## src/rtl/nexys_starship_pkg.sv

```systemverilog
// Shared types and constants for the Nexys Starship monster lanes and spawn scheduler.
package nexys_starship_pkg;

  typedef enum logic [2:0] {
    INIT = 3'b001,
    PLAY = 3'b010,
    OVER = 3'b100
  } state_t;

  localparam logic [1:0] LANE_TOP = 2'd0;
  localparam logic [1:0] LANE_BTM = 2'd1;
  localparam logic [1:0] LANE_LFT = 2'd2;
  localparam logic [1:0] LANE_RGT = 2'd3;

  // Galois feedback mask for x^8+x^6+x^5+x^4+1 (right-shifting form).
  localparam logic [7:0] LFSR_TAPS = 8'hB8;

  typedef struct packed {
    logic       found;
    logic [1:0] lane;
  } lane_pick_t;

  function automatic logic [2:0] popcount4(input logic [3:0] v);
    return 3'(v[0]) + 3'(v[1]) + 3'(v[2]) + 3'(v[3]);
  endfunction

endpackage

```

## src/rtl/nexys_starship_lfsr.sv

```systemverilog
// Free-running 8-bit Galois LFSR; shared by the scheduler and the lane blocks.
module nexys_starship_lfsr
  import nexys_starship_pkg::*;
#(
  parameter logic [7:0] SEED = 8'hA5
) (
  input  logic       Clk,
  input  logic       Reset,
  output logic [7:0] q
);

  always_ff @(posedge Clk) begin
    if (Reset) begin
      q <= SEED;
    end else begin
      q <= {1'b0, q[7:1]} ^ (q[0] ? LFSR_TAPS : '0);
    end
  end

endmodule

```

## src/rtl/nexys_starship_monster_sched.sv

```systemverilog
// Spawn scheduler: picks a lane for each new monster, caps concurrency,
// ramps spawn rate with kills and merges lane game-over flags.
module nexys_starship_monster_sched
  import nexys_starship_pkg::*;
#(
  parameter int unsigned NUM_LANES     = 4,
  parameter int unsigned MAX_ACTIVE    = 2,
  parameter int unsigned INIT_INTERVAL = 6,
  parameter int unsigned MIN_INTERVAL  = 2,
  parameter int unsigned RAMP_KILLS    = 8,
  parameter logic [7:0]  LFSR_SEED     = 8'hA5
) (
  input  logic                 Clk,
  input  logic                 Reset,
  input  logic                 play_flag,
  input  logic                 timer_tick,
  input  logic [NUM_LANES-1:0] lane_full,
  input  logic [NUM_LANES-1:0] lane_killed,
  input  logic [NUM_LANES-1:0] lane_gameover,
  output logic [NUM_LANES-1:0] spawn,
  output logic                 gameover,
  output logic [2:0]           active_count,
  output logic [3:0]           interval,
  output logic [7:0]           kill_count,
  output logic                 q_Init,
  output logic                 q_Play,
  output logic                 q_Over
);

  state_t      state;
  logic [3:0]  countdown;
  logic [3:0]  ramp_cnt;
  logic [7:0]  lfsr_q;
  logic        lfsr_unused;

  logic [2:0]  kills;
  logic [8:0]  kill_sum;
  logic [7:0]  kill_next;
  logic [4:0]  ramp_sum;
  logic [3:0]  ramp_next;
  logic [3:0]  interval_next;
  lane_pick_t  pick;
  logic        spawn_ok;

  nexys_starship_lfsr #(
    .SEED (LFSR_SEED)
  ) u_lfsr (
    .Clk   (Clk),
    .Reset (Reset),
    .q     (lfsr_q)
  );

  // Only the two low LFSR bits choose the candidate lane.
  assign lfsr_unused = ^lfsr_q[7:2];

  assign {q_Over, q_Play, q_Init} = state;

  // First empty lane at or after the candidate, wrapping modulo 4.
  function automatic lane_pick_t find_empty(input logic [3:0] full,
                                            input logic [1:0] start);
    lane_pick_t p;
    logic [1:0] idx;
    p.found = 1'b0;
    p.lane  = start;
    for (int unsigned i = 0; i < 4; i++) begin
      idx = start + 2'(i);
      if (!p.found && !full[idx]) begin
        p.found = 1'b1;
        p.lane  = idx;
      end
    end
    return p;
  endfunction

  always_comb begin
    kills         = popcount4(lane_killed);
    kill_sum      = {1'b0, kill_count} + 9'(kills);
    kill_next     = kill_sum[8] ? 8'hFF : kill_sum[7:0];
    ramp_sum      = {1'b0, ramp_cnt} + 5'(kills);
    ramp_next     = ramp_sum[3:0];
    interval_next = interval;
    if (ramp_sum >= 5'(RAMP_KILLS)) begin
      ramp_next = 4'(ramp_sum - 5'(RAMP_KILLS));
      if (interval > 4'(MIN_INTERVAL)) begin
        interval_next = interval - 4'd1;
      end
    end
    pick     = find_empty(lane_full, lfsr_q[1:0]);
    spawn_ok = pick.found && (active_count < 3'(MAX_ACTIVE));
  end

  always_ff @(posedge Clk) begin
    if (Reset) begin
      state        <= INIT;
      spawn        <= '0;
      gameover     <= 1'b0;
      active_count <= '0;
      kill_count   <= '0;
      ramp_cnt     <= '0;
      interval     <= 4'(INIT_INTERVAL);
      countdown    <= 4'(INIT_INTERVAL);
    end else begin
      active_count <= popcount4(lane_full);
      spawn        <= '0;
      case (state)
        INIT: begin
          gameover   <= 1'b0;
          interval   <= 4'(INIT_INTERVAL);
          countdown  <= 4'(INIT_INTERVAL);
          kill_count <= '0;
          ramp_cnt   <= '0;
          if (play_flag) begin
            state <= PLAY;
          end
        end
        PLAY: begin
          kill_count <= kill_next;
          ramp_cnt   <= ramp_next;
          interval   <= interval_next;
          if (|lane_gameover) begin
            state    <= OVER;
            gameover <= 1'b1;
          end else if (!play_flag) begin
            state <= INIT;
          end else if (timer_tick) begin
            if (countdown != '0) begin
              countdown <= countdown - 4'd1;
            end else if (spawn_ok) begin
              // Reload from the pre-ramp interval so an in-flight change never shortens this wait.
              spawn     <= 4'b0001 << pick.lane;
              countdown <= interval - 4'd1;
            end
          end
        end
        OVER: begin
          gameover <= 1'b1;
          if (!play_flag) begin
            state    <= INIT;
            gameover <= 1'b0;
          end
        end
        default: begin
          state    <= INIT;
          gameover <= 1'b0;
        end
      endcase
    end
  end

endmodule

```

## config.mk

```make
export PLATFORM = sky130hd
export DESIGN_NAME = nexys_starship_monster_sched
export DESIGN_NICKNAME = d
export VERILOG_FILES = /design/src/rtl/nexys_starship_pkg.sv /design/src/rtl/nexys_starship_lfsr.sv /design/src/rtl/nexys_starship_monster_sched.sv
export SDC_FILE = /design/constraint.sdc
export NUM_CORES = 1
export LEC_CHECK = 0
export CORE_MARGIN = 2
export CORE_UTILIZATION = 46
export CTS_BUF_LIST = sky130_fd_sc_hd__clkbuf_2
export CTS_CLUSTER_DIAMETER = 150
export CTS_CLUSTER_SIZE = 40
export DETAILED_ROUTE_END_ITERATION = 10
export PLACE_DENSITY = 0.81
export SYNTH_ARGS = -nofsm -noshare
export SYNTH_HDL_FRONTEND = slang
export SYNTH_SLANG_ARGS = --single-unit
```

## constraint.sdc

```tcl
create_clock -name Clk -period 3.55 [get_ports Clk]
set_input_delay 0.71 -clock Clk [delete_from_list [all_inputs] [get_ports Clk]]
set_output_delay 0.71 -clock Clk [all_outputs]
set_load 0.01 [all_outputs]
```

==> results.md, run 1 <==
* Vias in the first global route at 1810
* First-pass GRT wire length at ~8100 µm
* Max-Cap Viols at 0
* Power Density at 329.4 nW/µm²
* Pwr Total at 0.9047 mW
* Starting Density at 47.14%
* Slew @ Worst Pin at 631.2 ps
* Final hold vios at 0
* DR WL met3 at 281 µm
* Post-synth EDFFs at 0
* Leakage at 1.043 nW
* GR Util All Layers at 19.24%
* CP Data Required Time at roughly 3900 ps
* Synthesis-to-layout area growth at 25.00%
* Slew Limit Fails at 0
* Achievable Freq at 0.2916 GHz
* CTS Root Cell: clkbuf_2
* Bufs on Longest Clock Path at 2
* Layout cells sized above 1 at 11.86%
* Mean post-synth cell area at approximately 9 µm²
* Setup-failing EPs final at 0
* Clk_lat worst skew at 420 ps
* DP HPWL at 3579 µm
* Synth Instances at roughly 250
* Core Rows at 25
* Min-Delay Path Class: flop to flop
* Worst setup SP type: primary input
* Hold_sp: u_lfsr.q[3]
* # diodes at 0
* Num CTS Buffers at 5
* Clock power share at 31.7%
* WL per Instance at 14.07 µm
* Tcrit/Tclk final at 96.60%
* Design area at 2746 µm²
* # resized after CTS at 0
* Seq/Total Area, Yosys at 35.54%
* Routed Antenna Nets at 0
* Syn_nets at approximately 280
* Largest net degree at the start of global routing at 37
* TritonCTS clock tree: built
* Distinct cell type count after synthesis at 59
* Maximum VDD drop at 226.0 µV
* Drt pass-1 iters at 4
* CP Launch Point: lane_killed[0]
* Outcome: finished, final reports clean
* DRC viols at 0
* Net Sw Frac at 28.09%
* Met2 WL post-DR at 2382 µm
* Syn. warnings at 0
* Top sig layer: met4
* Number of I/O pins at 39
* Die Y at 73.11 µm
* Sw Pwr at 0.2541 mW
* Vias after detailed routing at 1963
* Post-DP Area at 2675 µm²
* Synth Flop Type: dfxtp_1
* Ys async rst share at 0%
* Critical path capture point type: flop
* Initial antenna violation count at 0
* Seq pwr share at between 50% and 60%
* Worst reg2reg path startpoint: countdown[0]
* Final WL at ~5000 µm
* Die X at 73.11 µm
* Core area at 4661 µm²
* CP Data Arrival Time at ~3800 ps
* GR Overflow Total at 0
* Clk sinks at 39
* Combinational share of power at 16.7%
* Setup bufs post-CTS at 0
* Skew final at 13.97 ps
* Unrepaired setup endpoints after global routing: false
* CP Class: primary input to flop
* Max transition margin at between 50% and 60%
* H-tree depth at 2
* FF+latch count, synth at 39
* Hold Worst Slack at between 400 and 500 ps
* Final Critical Period at 3429 ps
* Nets at 326
* DR vias/cell at 5.625
* Hold buffer count at cts at 0
* Pint at 0.6506 mW
* PortBufs at 38
* Clock transition at the registers of the reported paths at 230 ps
* Mapped Area at 2197 µm²
* Die area at around 5300 µm²
* DRT iter0 DRCs at 80
* Max FO, Critical Path at 4
* RePlAce Congestion at 0.8986
* Metal1 wirelength at 2210 µm
==> worst max-delay path, stage by stage <==
cell and delay [ps]:
clkdlybuf4s50_1 430, fa_1 500, ha_1 220, ha_1 360
ha_1 320, a211o_1 280, o211ai_1 150, a2111oi_2 120
nor3b_2 310, mux2_2 380
==> state kept, by name (all words and copies together), names as in the netlist <==
signal and flops:
active_count 3, countdown 4, gameover 1, interval 4, kill_count 8, ramp_cnt 4
spawn 4, state 3, u_lfsr.q 8
==> layout by cell type, fill, tap and decap left out, types with 4 or more instances in the layout <==
cell,n
xnor2_1,5
nor2_1,27
or2_2,5
ha_1,12
nand2b_1,7
nor2b_1,10
o21ai_0,6
fa_1,4
nand2_1,12
a31oi_1,4
inv_1,15
a21oi_1,16
nor3_1,6
clkbuf_2,5
dfxtp_1,39
nand3_1,8
clkdlybuf4s50_1,38
buf_4,11
==> synthesized netlist by cell type, types with 2 or more instances <==
cell / number / area, µm²
o21ai_0: 6 / 30.03
nor2_1: 27 / 101.4
o32ai_1: 2 / 17.52
a21oi_1: 16 / 80.08
nand2_1: 12 / 45.04
buf_6: 2 / 22.52
mux2i_1: 2 / 20.02
clkbuf_1: 6 / 22.52
fa_1: 4 / 80.08
nand2b_1: 7 / 43.79
a211oi_1: 3 / 22.52
nand4_1: 3 / 18.77
nor4_1: 3 / 18.77
or3_1: 3 / 18.77
xnor2_1: 5 / 43.79
a22oi_1: 3 / 22.52
nor3_1: 6 / 30.03
nor3b_2: 3 / 37.54
inv_1: 15 / 56.30
ha_1: 12 / 150.1
o31ai_1: 2 / 15.01
nor2b_1: 10 / 62.56
o211a_1: 2 / 20.02
dfxtp_1: 39 / 780.8
mux2_2: 3 / 33.78
or2_2: 5 / 31.28
o211ai_1: 3 / 22.52
a31oi_1: 4 / 25.02
nand3_1: 8 / 40.04
xor2_1: 2 / 17.52
==> power groups by stage <==
stage	Clock, mW	Sequential (mW)	Combinational (mW)
3_3_place_gp	0	0.475	0.145
4_1_cts	0.293	0.467	0.151
6_report	0.287	0.467	0.151
2_1_floorplan	0	0.473	0.0924
3_5_place_dp	0	0.475	0.150
5_1_grt	0.310	0.470	0.168
==> routing by layer <==
layer | track usage [%] | vias to the layer above
met5 | 0 | -
met1 | 23.95 | 912
met4 | 5.967 | 0
met2 | 32.63 | 60
met3 | 4.696 | 6
li1 | - | 985
==> worst paths after layout <==
| check | endpoint | slack (ps) | cells after the start |
|---|---|---|---|
| min reg2reg | u_lfsr.q[2] | 460 | 1 |
| max | interval[3] | 120 | 10 |
| max reg2reg | countdown[2] | 1380 | 6 |
| min | u_lfsr.q[2] | 460 | 1 |
==> kinds of logic after synthesis <==
kind of cell | synth area share [%]
adder cells (fa/ha/maj) | 10.48
multiplexers | 2.449
flip-flops | 35.54
XOR/XNOR | 2.790
AO/OA/AOI/OAI | 19.53
buffers and inverters | 4.954
AND/OR/NAND/NOR | 24.26
==> stage by stage <==
| step | instances | TNS (ps) | setup slack, ps | util [%] |
|---|---|---|---|---|
| floorplan | 247 | 0 | 230.1 | - |
| global placement | 341 | -1701 | -223.9 | 57.40 |
| detailed placement | 341 | -2673 | -299.7 | 57.40 |
| CTS | 349 | 0 | 140.9 | 58.93 |
| global route | 349 | 0 | 30.01 | 58.93 |
| finish | 349 | 0 | 120.7 | 58.93 |
==> area by class of cell <==
type	instances	area, µm²
Fill cell	429	1914
Multi-Input combinational cell	184	1308
Sequential cell	39	780.7
Timing Repair Buffer	49	462.9
Tap cell	54	67.56
Inverter	15	56.30
Clock inverter	3	46.29
Clock buffer	5	25.02
Note: power is estimated with default switching activity, not from simulation.
==> run 2: changes to the inputs <==
--- a/config.mk
+++ b/config.mk
@@ -6,12 +6,12 @@
 export NUM_CORES = 1
 export LEC_CHECK = 0
 export CORE_MARGIN = 2
-export CORE_UTILIZATION = 46
+export CORE_UTILIZATION = 40
 export CTS_BUF_LIST = sky130_fd_sc_hd__clkbuf_2
 export CTS_CLUSTER_DIAMETER = 150
 export CTS_CLUSTER_SIZE = 40
 export DETAILED_ROUTE_END_ITERATION = 10
-export PLACE_DENSITY = 0.81
+export PLACE_DENSITY = 0.73
 export SYNTH_ARGS = -nofsm -noshare
 export SYNTH_HDL_FRONTEND = slang
 export SYNTH_SLANG_ARGS = --single-unit
==> results.md, run 2 (synthesized netlist as in run 1, its figures left out) <==
* Max-Cap Viols at 0
* Die Y at 78.12 µm
* Critical Path Most Common Cell: ha_1
* Die X at 78.12 µm
* Core area at 5205 µm²
* CTS Root Cell: clkbuf_2
* Core Rows at 26
* Final Util at between 50% and 60%
* Setup-failing EPs final at 0
* Unrepaired setup endpoints after global routing: false
* Die area at 6102 µm²
* Critical path capture point type: flop
* Slowest CP cell: fa_1
* TritonCTS clock tree: built
* Maximum VDD drop at 156.6 µV
* Drt pass-1 iters at 4
* Largest registers: kill_count: 8 flops, u_lfsr.q: 8 flops
* DRC viols at 0
* RR Endpoint: interval[0]
* Min-Delay Path Class: flop to flop
* Clk sinks at 39
* Synthesis-to-layout area growth at 25.40%
* Setup TNS Final at 0 ps
* R2R Setup Slk at 1420 ps
* Non-Filler Instances at 366
* Hold_sp: u_lfsr.q[3]
* Slew Limit Fails at 0
* Worst reg2reg path startpoint: ramp_cnt[0]
* DP Worst Slack at -334.1 ps
* CP cell instances: clkdlybuf4s50_1 -> fa_1 -> ha_1 -> ha_4 -> ha_1 -> a211o_1 -> o211ai_1 -> a2111oi_2 -> nor3b_2 -> mux2_2
* Final hold vios at 0
* Worst setup SP type: primary input
* Starting Density at 42.21%
* First-pass GRT wire length at slightly below 8000 µm
* Max transition margin at 67.77%
* Hold Worst Slack at 432.0 ps
* # diodes at 0
* Vias in the first global route at around 1.7k
* Tcrit/Tclk final at 95.02%
* Worst R2R Path Depth at 7
* Routed Antenna Nets at 0
* Nets at 327
* DRT iter0 DRCs at 89
* Clk_lat worst skew at approximately 400 ps
* GR Overflow Total at 0
* Largest net degree at the start of global routing at 17
* Most common cell after layout, fill and taps aside: dfxtp_1
* Achievable Freq at 0.2965 GHz
* Max incr delay on CP at 540 ps
* CP Data Required Time at between 3000 and 4000 ps
* Num CTS Buffers at 5
* CP Data Arrival Time at 3680 ps
* Final WL at approximately 4600 µm
* Initial antenna violation count at 0
* Leakage at ~1.0 nW
* Clock transition at the registers of the reported paths at roughly 180 ps
* CP Class: primary input to flop
* WL per Instance at between 10 and 15 µm
* GR Util All Layers at 15.82%
* Hold EP: u_lfsr.q[2]
* H-tree depth at 2
* PortBufs at 38
* Final Critical Period at between 3000 and 4000 ps
* Commonest cells after routing, fill and taps aside: dfxtp_1 (39), clkdlybuf4s50_1 (38), nor2_1 (27)
* Bufs on Longest Clock Path at 2
* Placed Instances at 357
* DR vias/cell at 5.260
* Power Density at 297.0 nW/µm²
* Setup WS post-layout at 176.8 ps
* Slew @ Worst Pin at 479.1 ps
* Min-Delay Path Depth at 1
* Number of I/O pins at 39
* Skew final at 28.08 ps
* Max FO, Critical Path at 4
* RePlAce Congestion at approximately 0.84
* Layout cells sized above 1 at between 10% and 20%
* Outcome: finished, final reports clean
* Vias after detailed routing at 1925
* DP HPWL at 3489 µm
-- run 2: area by class of cell --
type	instances	area, µm²
clock buffers	7	35.03
clock inverters	1	5.005
fillers	491	2450
inverters	15	56.30
multi-input cells	184	1320
flip-flops and latches	39	780.7
well taps	70	87.58
repair buffers	50	470.5
-- run 2: metrics by stage --
step / cell area (µm²) / power, mW
2_1_floorplan: 2197 / 0.5652
3_3_place_gp: 2695 / 0.6204
3_5_place_dp: 2695 / 0.6230
4_1_cts: 2735 / 0.8223
5_1_grt: 2755 / 0.8703
6_report: 2755 / 0.8184
-- run 2: where the power goes --
group	switching (mW)	leakage [nW]	internal (mW)	total, mW
clock network	0.146	0.0330	0.0538	0.200
logic	0.0738	0.689	0.0791	0.153
registers	0.0126	0.318	0.453	0.466
total	0.232	1.04	0.586	0.818
-- run 2: timing repair --
| action | CTS | global route |
|---|---|---|
| setup buffers | 0 | 1 |
| gates resized for setup | 0 | 1 |
| endpoints found under the setup margin | 0 | 2 |
| hold buffers | 0 | 0 |
-- run 2: worst max-delay path by stage --
stage	startpoint	endpoint	slack, ps	depth (start not counted)
2_1_floorplan	lane_killed[0]	interval[0]	230	9
3_3_place_gp	lane_killed[0]	interval[3]	-290	10
3_5_place_dp	lane_killed[0]	interval[3]	-330	10
4_1_cts	lane_killed[0]	interval[0]	110	10
5_1_grt	lane_killed[0]	interval[3]	70	10
6_report	lane_killed[0]	interval[0]	180	10
-- run 2: routing by layer --
layer / wire length [µm] / up-vias / GRT usage [%]
met2: 2072 / 33 / 23.88
li1: - / 987 / -
met4: 102 / 0 / 7.368
met1: 2268 / 896 / 21.84
met3: 144 / 9 / 2.989
met5: 0 / - / 0
-- run 2: critical path: cells and delay by family --
family	cells	cell delay, ps
simple gates	1	330
mux	1	370
buf+inv	1	430
compound gates	3	570
fa+ha+maj	4	1260
==> run 3: changes to the inputs <==
--- a/config.mk
+++ b/config.mk
@@ -8,7 +8,6 @@
 export CORE_MARGIN = 2
 export CORE_UTILIZATION = 40
 export CTS_BUF_LIST = sky130_fd_sc_hd__clkbuf_2
-export CTS_CLUSTER_DIAMETER = 150
 export CTS_CLUSTER_SIZE = 40
 export DETAILED_ROUTE_END_ITERATION = 10
 export PLACE_DENSITY = 0.73
==> results of run 3 <==
Final layout, timing and power as in run 2 (identical DEF).
